File: config.mk
export PLATFORM = sky130hd
export DESIGN_NAME = level_sensor_filter
export DESIGN_NICKNAME = d
export VERILOG_FILES = /design/src/rtl/level_sensor_filter_pkg.sv /design/src/rtl/level_sensor_filter_debounce_ch.sv /design/src/rtl/level_sensor_filter.sv
export SDC_FILE = /design/constraint.sdc
export NUM_CORES = 1
export LEC_CHECK = 0
export BUFFER_PORTS_ARGS = -buffer_cell sky130_fd_sc_hd__buf_2
export CAP_MARGIN = 20
export CORE_UTILIZATION = 45
export CTS_CLUSTER_DIAMETER = 50
export DETAILED_ROUTE_END_ITERATION = 6
export PLACE_DENSITY = 0.65
export SYNTH_ARGS = -nofsm -noshare
export SYNTH_HDL_FRONTEND = slang
export SYNTH_SLANG_ARGS = --single-unit
File: constraint.sdc
create_clock -name clk_i -period 1.9 [get_ports clk_i]
set_input_delay 0.19 -clock clk_i [delete_from_list [all_inputs] [get_ports clk_i]]
set_output_delay 0.19 -clock clk_i [all_outputs]
set_load 0.05 [all_outputs]
File: src/rtl/level_sensor_filter_pkg.sv
// Shared types and limits for the level sensor filter.
//   lvl_state_t   : FSM state encoding used by the top level
//   DEBOUNCE_MIN  : smallest legal debounce length
//   FAULT_MIN     : smallest legal fault persistence length
package level_sensor_filter_pkg;

    typedef enum logic [1:0] {
        INIT  = 2'd0,
        RUN   = 2'd1,
        FAULT = 2'd2
    } lvl_state_t;

    localparam int DEBOUNCE_MIN = 2;
    localparam int FAULT_MIN    = 1;

endpackage

File: src/rtl/level_sensor_filter_debounce_ch.sv
// One float-switch channel: 2-flop synchroniser, consecutive-difference
// counter and the debounced stable register.
//   clk_i          : clock
//   rst_i          : synchronous reset, active-high
//   raw_i          : asynchronous switch input
//   en_i           : debounce counting enabled (RUN / FAULT)
//   load_i         : take the synchronised value directly (INIT exit)
//   stable_o       : current debounced value
//   stable_nxt_o   : value the stable register takes on the next edge,
//                    so registered outputs can follow on the same edge
module level_sensor_filter_debounce_ch
    import level_sensor_filter_pkg::*;
#(
    parameter int N = 16
) (
    input  logic clk_i,
    input  logic rst_i,
    input  logic raw_i,
    input  logic en_i,
    input  logic load_i,
    output logic stable_o,
    output logic stable_nxt_o
);

    localparam int CW = $clog2(N + 2);
    localparam logic [CW-1:0] CNT_LAST = CW'(N - 1);
    localparam logic [CW-1:0] CNT_MAX  = {CW{1'b1}};

    if (N < DEBOUNCE_MIN) begin : g_bad_n
        $error("debounce length below minimum");
    end

    logic          s1_q, s2_q;
    logic          stable_q, stable_d;
    logic [CW-1:0] cnt_q, cnt_d;

    always_comb begin
        stable_d = stable_q;
        cnt_d    = '0;
        if (load_i) begin
            stable_d = s2_q;
        end else if (en_i && (s2_q != stable_q)) begin
            if (cnt_q == CNT_LAST) begin
                stable_d = s2_q;
            end else if (cnt_q != CNT_MAX) begin
                cnt_d = cnt_q + 1'b1;
            end else begin
                cnt_d = cnt_q;
            end
        end
    end

    always_ff @(posedge clk_i) begin
        if (rst_i) begin
            s1_q     <= 1'b0;
            s2_q     <= 1'b0;
            stable_q <= 1'b0;
            cnt_q    <= '0;
        end else begin
            s1_q     <= raw_i;
            s2_q     <= s1_q;
            stable_q <= stable_d;
            cnt_q    <= cnt_d;
        end
    end

    assign stable_o     = stable_q;
    assign stable_nxt_o = stable_d;

endmodule

File: src/rtl/level_sensor_filter.sv
// Conditions the two tank float switches for the pump controller:
// synchronise + debounce each switch, reject the physically impossible
// combination (high wet while low dry), and hold a pump-off-safe 1/1
// on the outputs while not yet valid or while faulted.
//   clk_i        : clock, rising edge
//   rst_i        : synchronous reset, active-high
//   raw_lo_i     : low float switch, async, 1 = wet
//   raw_hi_i     : high float switch, async, 1 = wet
//   fault_clr_i  : single-cycle request to leave FAULT
//   lo_wet_o     : debounced low switch (controller input a)
//   hi_wet_o     : debounced high switch (controller input b)
//   valid_o      : outputs reflect debounced sensors
//   fault_o      : implausible-combination fault latched
//
// state | meaning
// INIT  | settling after reset / fault exit, outputs forced 1/1
// RUN   | outputs follow debounced switches, watching plausibility
// FAULT | latched implausible combo, outputs forced 1/1
module level_sensor_filter
    import level_sensor_filter_pkg::*;
#(
    parameter int DEBOUNCE_CYCLES = 16,
    parameter int FAULT_CYCLES    = 8
) (
    input  logic clk_i,
    input  logic rst_i,
    input  logic raw_lo_i,
    input  logic raw_hi_i,
    input  logic fault_clr_i,
    output logic lo_wet_o,
    output logic hi_wet_o,
    output logic valid_o,
    output logic fault_o
);

    localparam int CW = $clog2(DEBOUNCE_CYCLES + 2);
    localparam int FW = $clog2(FAULT_CYCLES + 1);
    localparam logic [CW-1:0] INIT_LAST = CW'(DEBOUNCE_CYCLES + 1);
    localparam logic [FW-1:0] FCNT_TRIP = FW'(FAULT_CYCLES);

    if (FAULT_CYCLES < FAULT_MIN) begin : g_bad_f
        $error("fault length below minimum");
    end

    lvl_state_t    state_q, state_d;
    logic [CW-1:0] init_cnt_q, init_cnt_d;
    logic [FW-1:0] fcnt_q, fcnt_d;
    logic          deb_en, deb_load;
    logic          st_lo, st_hi, st_lo_nxt, st_hi_nxt;
    logic          implaus;
    logic          lo_q, hi_q, valid_q, fault_q;
    logic          lo_d, hi_d, valid_d, fault_d;

    level_sensor_filter_debounce_ch #(.N(DEBOUNCE_CYCLES)) u_deb_lo (
        .clk_i        (clk_i),
        .rst_i        (rst_i),
        .raw_i        (raw_lo_i),
        .en_i         (deb_en),
        .load_i       (deb_load),
        .stable_o     (st_lo),
        .stable_nxt_o (st_lo_nxt)
    );

    level_sensor_filter_debounce_ch #(.N(DEBOUNCE_CYCLES)) u_deb_hi (
        .clk_i        (clk_i),
        .rst_i        (rst_i),
        .raw_i        (raw_hi_i),
        .en_i         (deb_en),
        .load_i       (deb_load),
        .stable_o     (st_hi),
        .stable_nxt_o (st_hi_nxt)
    );

    // Plausibility is judged on the pre-update stable values.
    assign implaus = st_hi && !st_lo;

    always_comb begin
        state_d    = state_q;
        init_cnt_d = init_cnt_q;
        fcnt_d     = fcnt_q;
        deb_en     = 1'b0;
        deb_load   = 1'b0;
        unique case (state_q)
            INIT: begin
                if (init_cnt_q == INIT_LAST) begin
                    deb_load   = 1'b1;
                    init_cnt_d = '0;
                    fcnt_d     = '0;
                    state_d    = RUN;
                end else begin
                    init_cnt_d = init_cnt_q + 1'b1;
                end
            end
            RUN: begin
                deb_en = 1'b1;
                if (!implaus) begin
                    fcnt_d = '0;
                end else if (fcnt_q != FCNT_TRIP) begin
                    fcnt_d = fcnt_q + 1'b1;
                end
                if (fcnt_d == FCNT_TRIP) begin
                    state_d = FAULT;
                end
            end
            FAULT: begin
                deb_en = 1'b1;
                if (fault_clr_i && !implaus) begin
                    fcnt_d     = '0;
                    init_cnt_d = '0;
                    state_d    = INIT;
                end
            end
            default: begin
                state_d    = INIT;
                init_cnt_d = '0;
                fcnt_d     = '0;
            end
        endcase

        // Outputs are derived from the next state so forcing lands on the
        // same edge as the state change.
        lo_d    = (state_d == RUN) ? st_lo_nxt : 1'b1;
        hi_d    = (state_d == RUN) ? st_hi_nxt : 1'b1;
        valid_d = (state_d == RUN);
        fault_d = (state_d == FAULT);
    end

    always_ff @(posedge clk_i) begin
        if (rst_i) begin
            state_q    <= INIT;
            init_cnt_q <= '0;
            fcnt_q     <= '0;
            lo_q       <= 1'b1;
            hi_q       <= 1'b1;
            valid_q    <= 1'b0;
            fault_q    <= 1'b0;
        end else begin
            state_q    <= state_d;
            init_cnt_q <= init_cnt_d;
            fcnt_q     <= fcnt_d;
            lo_q       <= lo_d;
            hi_q       <= hi_d;
            valid_q    <= valid_d;
            fault_q    <= fault_d;
        end
    end

    assign lo_wet_o = lo_q;
    assign hi_wet_o = hi_q;
    assign valid_o  = valid_q;
    assign fault_o  = fault_q;

endmodule

* After elaboration in Yosys (flattened, before gate mapping)
Cells that the tools add are included.
** Storage, ports and cells
- Flip-flop bits (word level) :: 31
- Latch bits :: 0
- Bits in writable memories :: 0
- Memory bits (read-only) :: 0
- Input port bits :: 5
- Output and inout port bits :: 4
- Word-level logic and storage cells :: 73
- Memories kept :: 0
** Operators by class
- Add/subtract/negate cells :: 4
- $mul :: 0
- Div/mod/pow operators :: 0
- Order comparisons :: 0
- Eq/ne operators :: 15
- Shift operators :: 0
- Muxes and demuxes :: 22
- Bitwise operators :: 4
- Reduce and logical (&&, ||, !) cells :: 13
** Operators with widths (count)
- $mux W4 :: 5
- $add A5 B1 Y5 const B :: 3
- $pmux W5 S3 :: 1
- $pmux W4 S3 :: 1
- $eq A5 B4 Y1 const B :: 2
- $mux W5 :: 2
- $ne A5 B5 Y1 const B :: 2
- $mux W1 :: 9
- $reduce_or A4 Y1 :: 2
- $mux W2 :: 3
- $pmux W2 S3 :: 1
- $eq A5 B5 Y1 const B :: 1
- $add A4 B1 Y4 const B :: 1
- $eq A2 B1 Y1 const B :: 2
- $eq A2 B2 Y1 const B :: 2
- $eq A4 B4 Y1 const B :: 1
- $logic_and A1 B1 Y1 :: 4
- $ne A2 B2 Y1 const B :: 2
- $ne A4 B4 Y1 const B :: 1
- $not A1 Y1 :: 4
- $reduce_and A2 Y1 :: 2
- $reduce_or A2 Y1 :: 2
- $logic_not A1 Y1 :: 2
- $logic_not A2 Y1 :: 1
- $ne A1 B1 Y1 :: 2

* Logic depth before layout (Yosys ltp)
Gate-level depths: netlist (run 1).
- Depth after elaboration :: 10
- Gate-level depth with buffers :: 8
- Mapped depth without buffers :: 7

* By module
From an unflattened synthesis (run 1), not the netlist that was laid out.
** Second synthesis, totals
- Cells, all modules :: 165
- Area, all modules :: 1559.0 µm²
** Modules (own cells, without submodules)
- level_sensor_filter :: times used 1, cells each 97, area an instance 850.8 µm², sequential area each 300.3 µm²
- level_sensor_filter_debounce_ch :: times used 2, cells each 34, area an instance 354.1 µm², sequential area each 160.2 µm²

* Worst setup path after synthesis (run 1)
Ideal clock, no wire load.
- Path type :: register to register
- From :: register state_q[1]
- To :: register fault_q, in the netlist fault_o
- Setup time :: 0.131 ns
- Data arrival time :: 1.616 ns
- Data required time :: 1.769 ns
- Setup slack :: 0.153 ns
- Cell stages (with the launch flop) :: 9
- Path buffers :: 1
- Clock period less this slack :: 1.747 ns
- Cell sequence :: dfxtp_1 > inv_1 > ha_1 > nand2b_1 > o22ai_2 > nor2b_1 > or2_2 > clkbuf_1 > nor3_1
** On the way
- Cells in the longest elaborated chain, start to end :: 3
- Elaborated cells between the ends (all ways) :: 8
- Those cells by class :: 3 x eq/ne; 4 x mux; 1 x reduce/logical
** Ends and longest elaborated chain
- from (decl) :: line level_sensor_filter.sv:45 : lvl_state_t state_q, state_d;
- from (signal assigned) :: line level_sensor_filter.sv:138 : state_q <= state_d;
- $eq A2 B2 Y1, or another cell as far along :: line level_sensor_filter.sv:83 : unique case (state_q)
- $pmux W2 S3 * :: line level_sensor_filter.sv:83
- $eq A2 B2 Y1 * :: line level_sensor_filter.sv:125 : fault_d = (state_d == FAULT);
- to (signal assigned) :: line level_sensor_filter.sv:144 : fault_q <= fault_d;
- to (decl) :: line level_sensor_filter.sv:51 : logic lo_q, hi_q, valid_q, fault_q;
Mark *: on every way between the ends. The rest lies on a longest branch, timed or not.
A chain may end at the register's enable or synchronous reset.

* Worst setup path in the final report (run 1)
- From :: register state_q[0]
- To :: register lo_q, in the netlist lo_wet_o
** On the way
- Cells in the longest elaborated chain, start to end :: 6
- Elaborated cells between the ends (all ways) :: 16
- Those cells by class :: 3 x eq/ne; 8 x mux; 1 x bitwise; 4 x reduce/logical
** Ends and longest elaborated chain
- $eq A2 B2 Y1 or $eq A2 B1 Y1 (tied branches) :: line level_sensor_filter.sv:83
- $reduce_or A2 Y1 (no source line)
- $mux W1 :: line level_sensor_filter.sv:83
- $logic_and A1 B1 Y1 :: line level_sensor_filter_debounce_ch.sv:42 : end else if (en_i && (s2_q != stable_q)) begin
- $mux W1 :: line level_sensor_filter_debounce_ch.sv:42
- $mux W1 :: line level_sensor_filter_debounce_ch.sv:40 : if (load_i) begin
- to (signal assigned) :: line level_sensor_filter.sv:141 : lo_q <= lo_d;
- to (decl) :: line level_sensor_filter.sv:51
Parallel ways exist; a longest one is shown, timed or not.

==> results of run 1 <==
-- how the worst min path moves through the flow --
stage,from,end,cells after the start,slack [ns]
2_1_floorplan,rst_i,u_deb_lo.s1_q,1,0.26
3_3_place_gp,raw_hi_i,u_deb_hi.s1_q,2,0.40
3_5_place_dp,raw_hi_i,u_deb_hi.s1_q,2,0.40
4_1_cts,raw_hi_i,u_deb_hi.s1_q,2,0.04
5_1_grt,raw_lo_i,u_deb_lo.s1_q,2,0.04
6_report,raw_hi_i,u_deb_hi.s1_q,2,0.05
-- final cells by class --
type	count	area, sq um	area share
Clock inverter	3	20.0	0.0115
Timing Repair Buffer	11	62.6	0.0359
Sequential cell	31	624	0.358
Multi-Input combinational cell	119	915	0.524
Inverter	8	30.0	0.0172
Clock buffer	5	37.5	0.0215
Tap cell	44	55.1	0.0316
-- report_power, final --
part	leakage, nW	switching, mW	internal [mW]
sequential	0.253	0.00619	0.660
clock	0.0272	0.237	0.141
combinational	0.437	0.0190	0.0184
total	0.717	0.263	0.819
-- cell usage in the layout (no fill, tap or decap), drive strengths merged, types with 2 or more instances in the layout --
cell type,count
a211oi,2
a21oi,6
a22oi,2
and3,2
buf,11
clkbuf,5
clkinvlp,2
dfxtp,31
ha,14
inv,8
mux2i,4
nand2,6
nand2b,2
nand3,3
nand4,2
nand4b,2
nor2,24
nor2b,9
nor3,4
o211ai,2
o21ai,2
or3,2
xnor2,5
xor2,8
-- per-layer routing --
layer  vias to the layer above  wire length, um  track usage
met2                        19             1240        0.298
met1                       524             1290        0.208
li1                        590                -            -
met3                         5              121       0.0768
met5                         -                0            0
met4                         0               47       0.0682
-- synth_stat cells, types with 2 or more instances --
master and instances:
sky130_fd_sc_hd__nand4_1 2, sky130_fd_sc_hd__and3_1 2, sky130_fd_sc_hd__inv_1 8, sky130_fd_sc_hd__mux2i_1 4, sky130_fd_sc_hd__nor2b_1 9, sky130_fd_sc_hd__nand3_1 3, sky130_fd_sc_hd__a21oi_1 5, sky130_fd_sc_hd__nand2b_1 2
sky130_fd_sc_hd__xnor2_1 5, sky130_fd_sc_hd__dfxtp_1 31, sky130_fd_sc_hd__nand4b_1 2, sky130_fd_sc_hd__ha_1 14, sky130_fd_sc_hd__o21ai_0 2, sky130_fd_sc_hd__nand2_1 6, sky130_fd_sc_hd__or3_1 2, sky130_fd_sc_hd__nor3_1 4
sky130_fd_sc_hd__o211ai_1 2, sky130_fd_sc_hd__nor2_1 23, sky130_fd_sc_hd__xor2_1 8, sky130_fd_sc_hd__a22oi_1 2, sky130_fd_sc_hd__clkbuf_1 2
-- repair_timing --
item,4_1_cts,5_1_grt
gates resized for setup,1,13
setup endpoints to repair,2,6
pin swaps,0,3
-- flip-flops by register name (all words and copies together), names as in the netlist --
register           cells
u_deb_lo.stable_o      1
u_deb_hi.stable_o      1
valid_o                1
init_cnt_q             5
fault_o                1
fcnt_q                 4
u_deb_lo.s2_q          1
u_deb_hi.s2_q          1
u_deb_lo.cnt_q         5
u_deb_hi.cnt_q         5
lo_wet_o               1
u_deb_hi.s1_q          1
u_deb_lo.s1_q          1
hi_wet_o               1
state_q                2
-- critical path: cells and delay by family (launching register included) --
family | cells | cell delay [ns]
buffers and inverters | 1 | 0.11
adder cells (fa/ha/maj) | 1 | 0.27
flip-flops | 1 | 0.36
AO/OA/AOI/OAI | 4 | 0.96
-- cell families (layout without fill, tap and decap cells) --
| logic type | Yosys count | in the layout | share of synthesized area |
|---|---|---|---|
| compound gates | 25 | 25 | 0.130 |
| mux | 5 | 5 | 0.0334 |
| buf+inv | 11 | 27 | 0.0277 |
| flops | 31 | 31 | 0.404 |
| simple gates | 62 | 62 | 0.217 |
| fa+ha+maj | 14 | 14 | 0.114 |
| xor+xnor | 13 | 13 | 0.0740 |
==> results by stage, run 1 <==
STA:
- The worst slew slack as a fraction of its limit is 0.680.
- The worst setup slack after layout is ~0.078 ns.
- The clock period minus final worst setup slack is 1.82 ns.
- Derived from the worst setup path, the maximum achievable clock frequency is 549 MHz.
- The post-route fraction of the period consumed by the critical path is 0.959.
- The final max-slew violation count is 0.
- The worst clock skew on the final layout is 0.00701 ns.
- For the pin with the worst max-slew slack, the measured transition is 0.477 ns.
- The worst hold slack after final layout is 0.0508 ns.
- The final hold violation count is 0.
- Setup violations remaining at the end of the flow were counted as 0.
- Adding up every negative setup slack in the final design gives 0 ns.

Synth:
- The share of Yosys cell area claimed by the top area cell type is 0.404.
- Ranked by total cell area, the synthesized netlist is headed by sky130_fd_sc_hd__dfxtp_1, sky130_fd_sc_hd__ha_1, sky130_fd_sc_hd__nor2_1.
- The net count after synthesis is 180.
- In the synthesized netlist, the number of instances is about 160.
- Yosys mapped a number of flops with a built-in enable equal to 0.
- The count of distinct cell types in the synthesized netlist is 44.
- The mapped cell area is 1540 sq um.
- For this run, the number of Yosys warnings is 0.
- The synthesis-stage register bit count is 31.
- The library cell occupying the most area in the post-synthesis netlist is sky130_fd_sc_hd__dfxtp_1.
- The fraction of registers with async set/reset is 0.
- The prevailing post-synth register cell is sky130_fd_sc_hd__dfxtp_1.
- A synthesized cell averages around 9.6 sq um.
- The fraction of the yosys area taken by sequential cells is 0.404.

Global routing:
- Across every metal layer, demand over resource in global routing totals 0.181.
- The number of global-route vias before repair came to 1120.
- The initial antenna violation count was 0.
- The wire length of the first global-routing pass is 4760 um.
- The residual overflow from global routing is 0.
- Entering global routing, the biggest net connects 15 pins.

CTS:
- Buffers added to address setup during post-CTS repair amount to 0.
- The tree is rooted in a sky130_fd_sc_hd__clkbuf_4.
- The CTS tree is done.
- For this design, the CTS-stage hold fixing added 0 buffers.
- For this design, the sink count on the clock tree is 31.
- Clock-pin slew was measured on the worst setup and hold paths at about 0.10 ns.
- Clock tree synthesis inserted a total of 5 buffers.
- The H-tree was split into 2 levels.
- The clock reaches the later pin of the worst-skew pair after 0.34 ns.
- Counting along the longest clock path gives a buffer depth of 2.

Power:
- The total power divided by cell area is 620 nW/um^2.
- The worst supply voltage drop on vdd is 0.416 mV.
- Power comes to 1.08 mW.
- In this run the static leakage power is 0.717 nW.

Placement:
- The count of input and output buffers is 8.
- At the end of routability-driven placement, the weighted congestion stood at approximately 0.76.
- The worst slack at placement is 0.0238 ns.
- The placed instances occupy a cell area of between 1500 and 2000 sq um.
- Summed over all nets, the half-perimeter wirelength after detailed placement is 1970 um.
- The instance count after placement with tap cells included is 213.

Setup path:
- The element type at the critical path start is a flop.
- The critical path is of the flop to flop type.
- The start point of the critical path is state_q[0].
- The arrival time at the worst endpoint is 2.04 ns.
- Data on the critical path is required at its endpoint by around 2.1 ns.
- The delay of the slowest critical-path stage is 0.39 ns.
- STA classifies the critical path endpoint as a flop.
- The largest driver fanout on the critical path is 8.
- Traced cell by cell, the critical path runs through inv_1 > ha_2 > o22ai_2 > a221o_1 > a211oi_4 > o211ai_1.
- The worst register-to-register path has a depth of 6.
- The critical path ends at lo_wet_o.
- In this run the critical register-to-register path is launched from state_q[0].
- In this run the register-to-register setup slack is 0.08 ns.
- The cell with the largest stage delay on the worst path is sky130_fd_sc_hd__a221o_1.
- In this run the critical register-to-register path is captured at lo_wet_o.

Floorplan:
- For this design the top-level I/O count stands at 9.
- The chip width is 60.5 um.
- In this run the standard cell core region covers approximately 3200 sq um.
- The die covers 3650 sq um.
- In this run the vertical extent of the chip is 60.5 um.
- The placement row count is 20.
- For this configuration, the core starts out at a cell density of 0.488.

Finish:
- The final design area excluding fillers is 1740 sq um.
- Of the cells placed in the final design, the portion with a size suffix greater than 1 is 0.209.
- The count of cells in the finished layout, fillers not included, comes to 221.
- The share of the core filled with cells is 0.553.
- The final antenna diode count is 0.
- The filler cell count is around 300.
- The net count of the finished layout is 195.
- The growth of design area from synthesis to finish is 13.4%.

Hold path:
- The worst hold path belongs to the class primary input to flop.

Route:
- The number of nets with antenna violations after routing is 0.
- The via count is 1138.
- The wire length per cell is 12.2 um.
- The DRC violation count after routing is 0.
- After the first detailed-routing iteration, the DRC count stood at 27.
- The first-pass iteration count of the detailed router is 4.
- The detail-routed via count per cell is 5.15.
- After detailed routing, the total wire length is around 2700 um.

Flow run:
- The max-capacitance violation count is 0.

Outcome:
- The flow ran to the end, and the final reports show no timing, DRC or antenna violations.
(Power assumes the default switching activity.)
==> inputs of run 2 (changes only) <==
- RECOVER_POWER: default -> 100
==> results by stage, run 2 (synthesis results as in run 1) <==
Outcome:
- The flow ran to the end, and the final reports show no timing, DRC or antenna violations.

Global routing:
- The met2 track demand over resource is 0.298.
- met2 is the most crowded layer.
- The met3 usage in global routing is 0.0768.
- For met1 alone, demand over resource in global routing was 0.208.
- In the global route stage, overall resource usage came out at 0.181.
- After global routing the overflow that remains totals 0.
- The initial antenna violation count came to 0.
- The first global-routing pass estimated 4760 um of wire.
- The number of global-route vias before repair came to 1120.
- The pin count of the biggest net entering global routing is 15.

Route:
- The violation count after the first detailed-route iteration is 27.
- Using the TritonRoute via totals, the vias-per-cell ratio works out to 5.12.
- In this run the remaining antenna-violating nets after routing total 0.
- The wire length per cell is about 12 um.
- The pre-antenna-repair detailed-routing pass consisted of 4 iterations.
- The final route contains 1131 vias.
- The DRC violation count after routing is 0.
- The final routed wirelength across all metal layers is 2690 um.

Setup path:
- The signal on the critical path passes through inv_1 > ha_2 > o22ai_2 > a221o_1 > a211oi_4 > o211ai_1.
- The largest driver fanout on the critical path is 8.
- For the worst setup path, the data arrival time is approximately 2.0 ns.
- STA classifies the critical path startpoint as a flop.
- On the critical path, the stage with the largest delay is an instance of sky130_fd_sc_hd__a221o_1.
- STA puts the critical path data required time at between 2 and 2.5 ns.
- The critical path is of the flop to flop type.
- For this run, the slowest stage of the critical path takes around 0.39 ns.
- The worst setup path is captured at a flop.

Power:
- The portion of total power attributed to combinational logic is 0.034.
- The cell internal power dissipation is 0.818 mW.
- The sequential fraction of design power is 0.616.
- Power spread over the standard cell area amounts to 623 nW/um^2.
- For this design the total switching power over the nets is between 0.2 and 0.3 mW.
- The worst supply voltage drop on vdd is 0.416 mV.
- The fraction of power spent switching nets is 0.243.
- Total power for the finished layout comes to between 1 and 1.5 mW.
- The static leakage is between 0.7 and 0.8 nW.
- The clock network fraction of design power is 0.350.

Floorplan:
- The overall die height is roughly 60 um.
- The chip width is 60.5 um.
- The placement row count is 20.
- The floorplan core area is 3150 sq um.
- The total I/O pin count is 9.
- The starting density of the core is 0.488.
- The full die area is roughly 3700 sq um.

CTS:
- TritonCTS built the clock tree.
- The clock-pin slew on the worst setup and hold paths is 0.10 ns.
- In this run the clock root is driven by a sky130_fd_sc_hd__clkbuf_4.
- The CTS buffer count is 5.
- The H-tree was split into 2 levels.
- For this design, the sink count on the clock tree is 31.
- The clock latency on the worst-skew pair is 0.34 ns.
- The deepest clock path buffer count is 2.

Finish:
- In the final layout, the registers with the most flip-flops are init_cnt_q x5, u_deb_hi.cnt_q x5, u_deb_lo.cnt_q x5.
- The growth of design area from synthesis to finish is 12.9%.
- The most frequent standard cell in the layout excluding fill and tap cells is sky130_fd_sc_hd__dfxtp_1.
- In the layout the commonest cells are sky130_fd_sc_hd__dfxtp_1, sky130_fd_sc_hd__nor2_1, sky130_fd_sc_hd__ha_1.
- The final antenna diode count is 0.
- The final design area excluding fillers is about 1700 sq um.
- The net count of the finished layout is ~200.
- Of the cells placed in the final design, the portion with a size suffix greater than 1 is 0.181.

Placement:
- The worst slack at placement is around 0.024 ns.
- Once detailed placement completed, the half-perimeter wirelength came to 1970 um.
- The global placer's final weighted congestion is 0.761.
- The post-placement cell area is 1640 sq um.
- Port buffering added 8 buffers.

STA:
- The final max-slew violation count is 0.
- The worst setup slack after layout is just under 0.08 ns.
- The achievable clock frequency is between 500 and 600 MHz.
- The post-route fraction of the period consumed by the critical path is 0.959.
- The worst clock skew on the final layout is ~0.007 ns.
- The final hold violation count came to 0.
- Headroom to the max-slew limit came out at 0.609.
- After routing, the total negative slack on setup checks comes to 0 ns.
- Setup repair after global routing left no endpoint under its margin.
- The slew of the pin with the lowest slew margin is 0.589 ns.
- After layout, the minimum clock period comes to 1.82 ns.
- Across all hold checks on the routed design, the worst slack comes to roughly 0.05 ns.
- The final count of negative-setup-slack endpoints is 0.

Hold path:
- The class of the tightest hold or removal check is primary input to flop.

Flow run:
- The max-capacitance violation count is 0.
[run 2: cell count changes in the layout (fill, tap and decap cells not counted)]
cell and change:
sky130_fd_sc_hd__buf_2 -4, sky130_fd_sc_hd__clkbuf_1 +4, sky130_fd_sc_hd__ha_1 +1, sky130_fd_sc_hd__ha_2 -1
[run 2: power by group through the flow]
stage | registers, mW | logic [mW] | clock network [mW]
final | 0.666 | 0.0369 | 0.379
after global routing | 0.668 | 0.0429 | 0.438
after CTS | 0.665 | 0.0371 | 0.397
after detailed placement | 0.680 | 0.0368 | 0
after global placement | 0.680 | 0.0356 | 0
after floorplan | 0.680 | 0.0240 | 0
[run 2: layout make-up]
class	count	area, sq um
Inverter	8	30.0
Sequential cell	31	624
Timing Repair Buffer	11	57.6
Clock buffer	5	37.5
Clock inverter	3	20.0
Multi-Input combinational cell	119	912
Fill cell	300	1420
Tap cell	44	55.1
[run 2: worst paths after layout]
kind | start | to | slack, ns | cells past startpoint
max reg2reg | state_q[0] | lo_wet_o | 0.08 | 6
min reg2reg | u_deb_lo.s1_q | u_deb_lo.s2_q | 0.46 | 1
min | raw_hi_i | u_deb_hi.s1_q | 0.05 | 2
max | state_q[0] | lo_wet_o | 0.08 | 6
[run 2: stage by stage]
stage,util,std cells
5_1_grt,0.551,221
2_1_floorplan,-,161
4_1_cts,0.540,221
3_5_place_dp,0.521,213
6_report,0.551,221
3_3_place_gp,0.521,213
[run 2: metal layers]
layer | share of wire | vias up
li1 | - | 590
met1 | 0.48 | 521
met2 | 0.46 | 15
met3 | 0.039 | 5
met4 | 0.017 | 0
met5 | 0 | -
[run 2: critical path: cells and delay by family, from the launching register on]
kind	cells	cell delay [ns]
buffers and inverters	1	0.11
flip-flops	1	0.36
AO/OA/AOI/OAI	4	0.96
adder cells (fa/ha/maj)	1	0.27
[run 2: repair_timing]
item,CTS,global route
buffers inserted,0,0
gates resized for setup,1,13
setup endpoints to repair,2,6
pin swaps,0,3
hold buffers,0,0
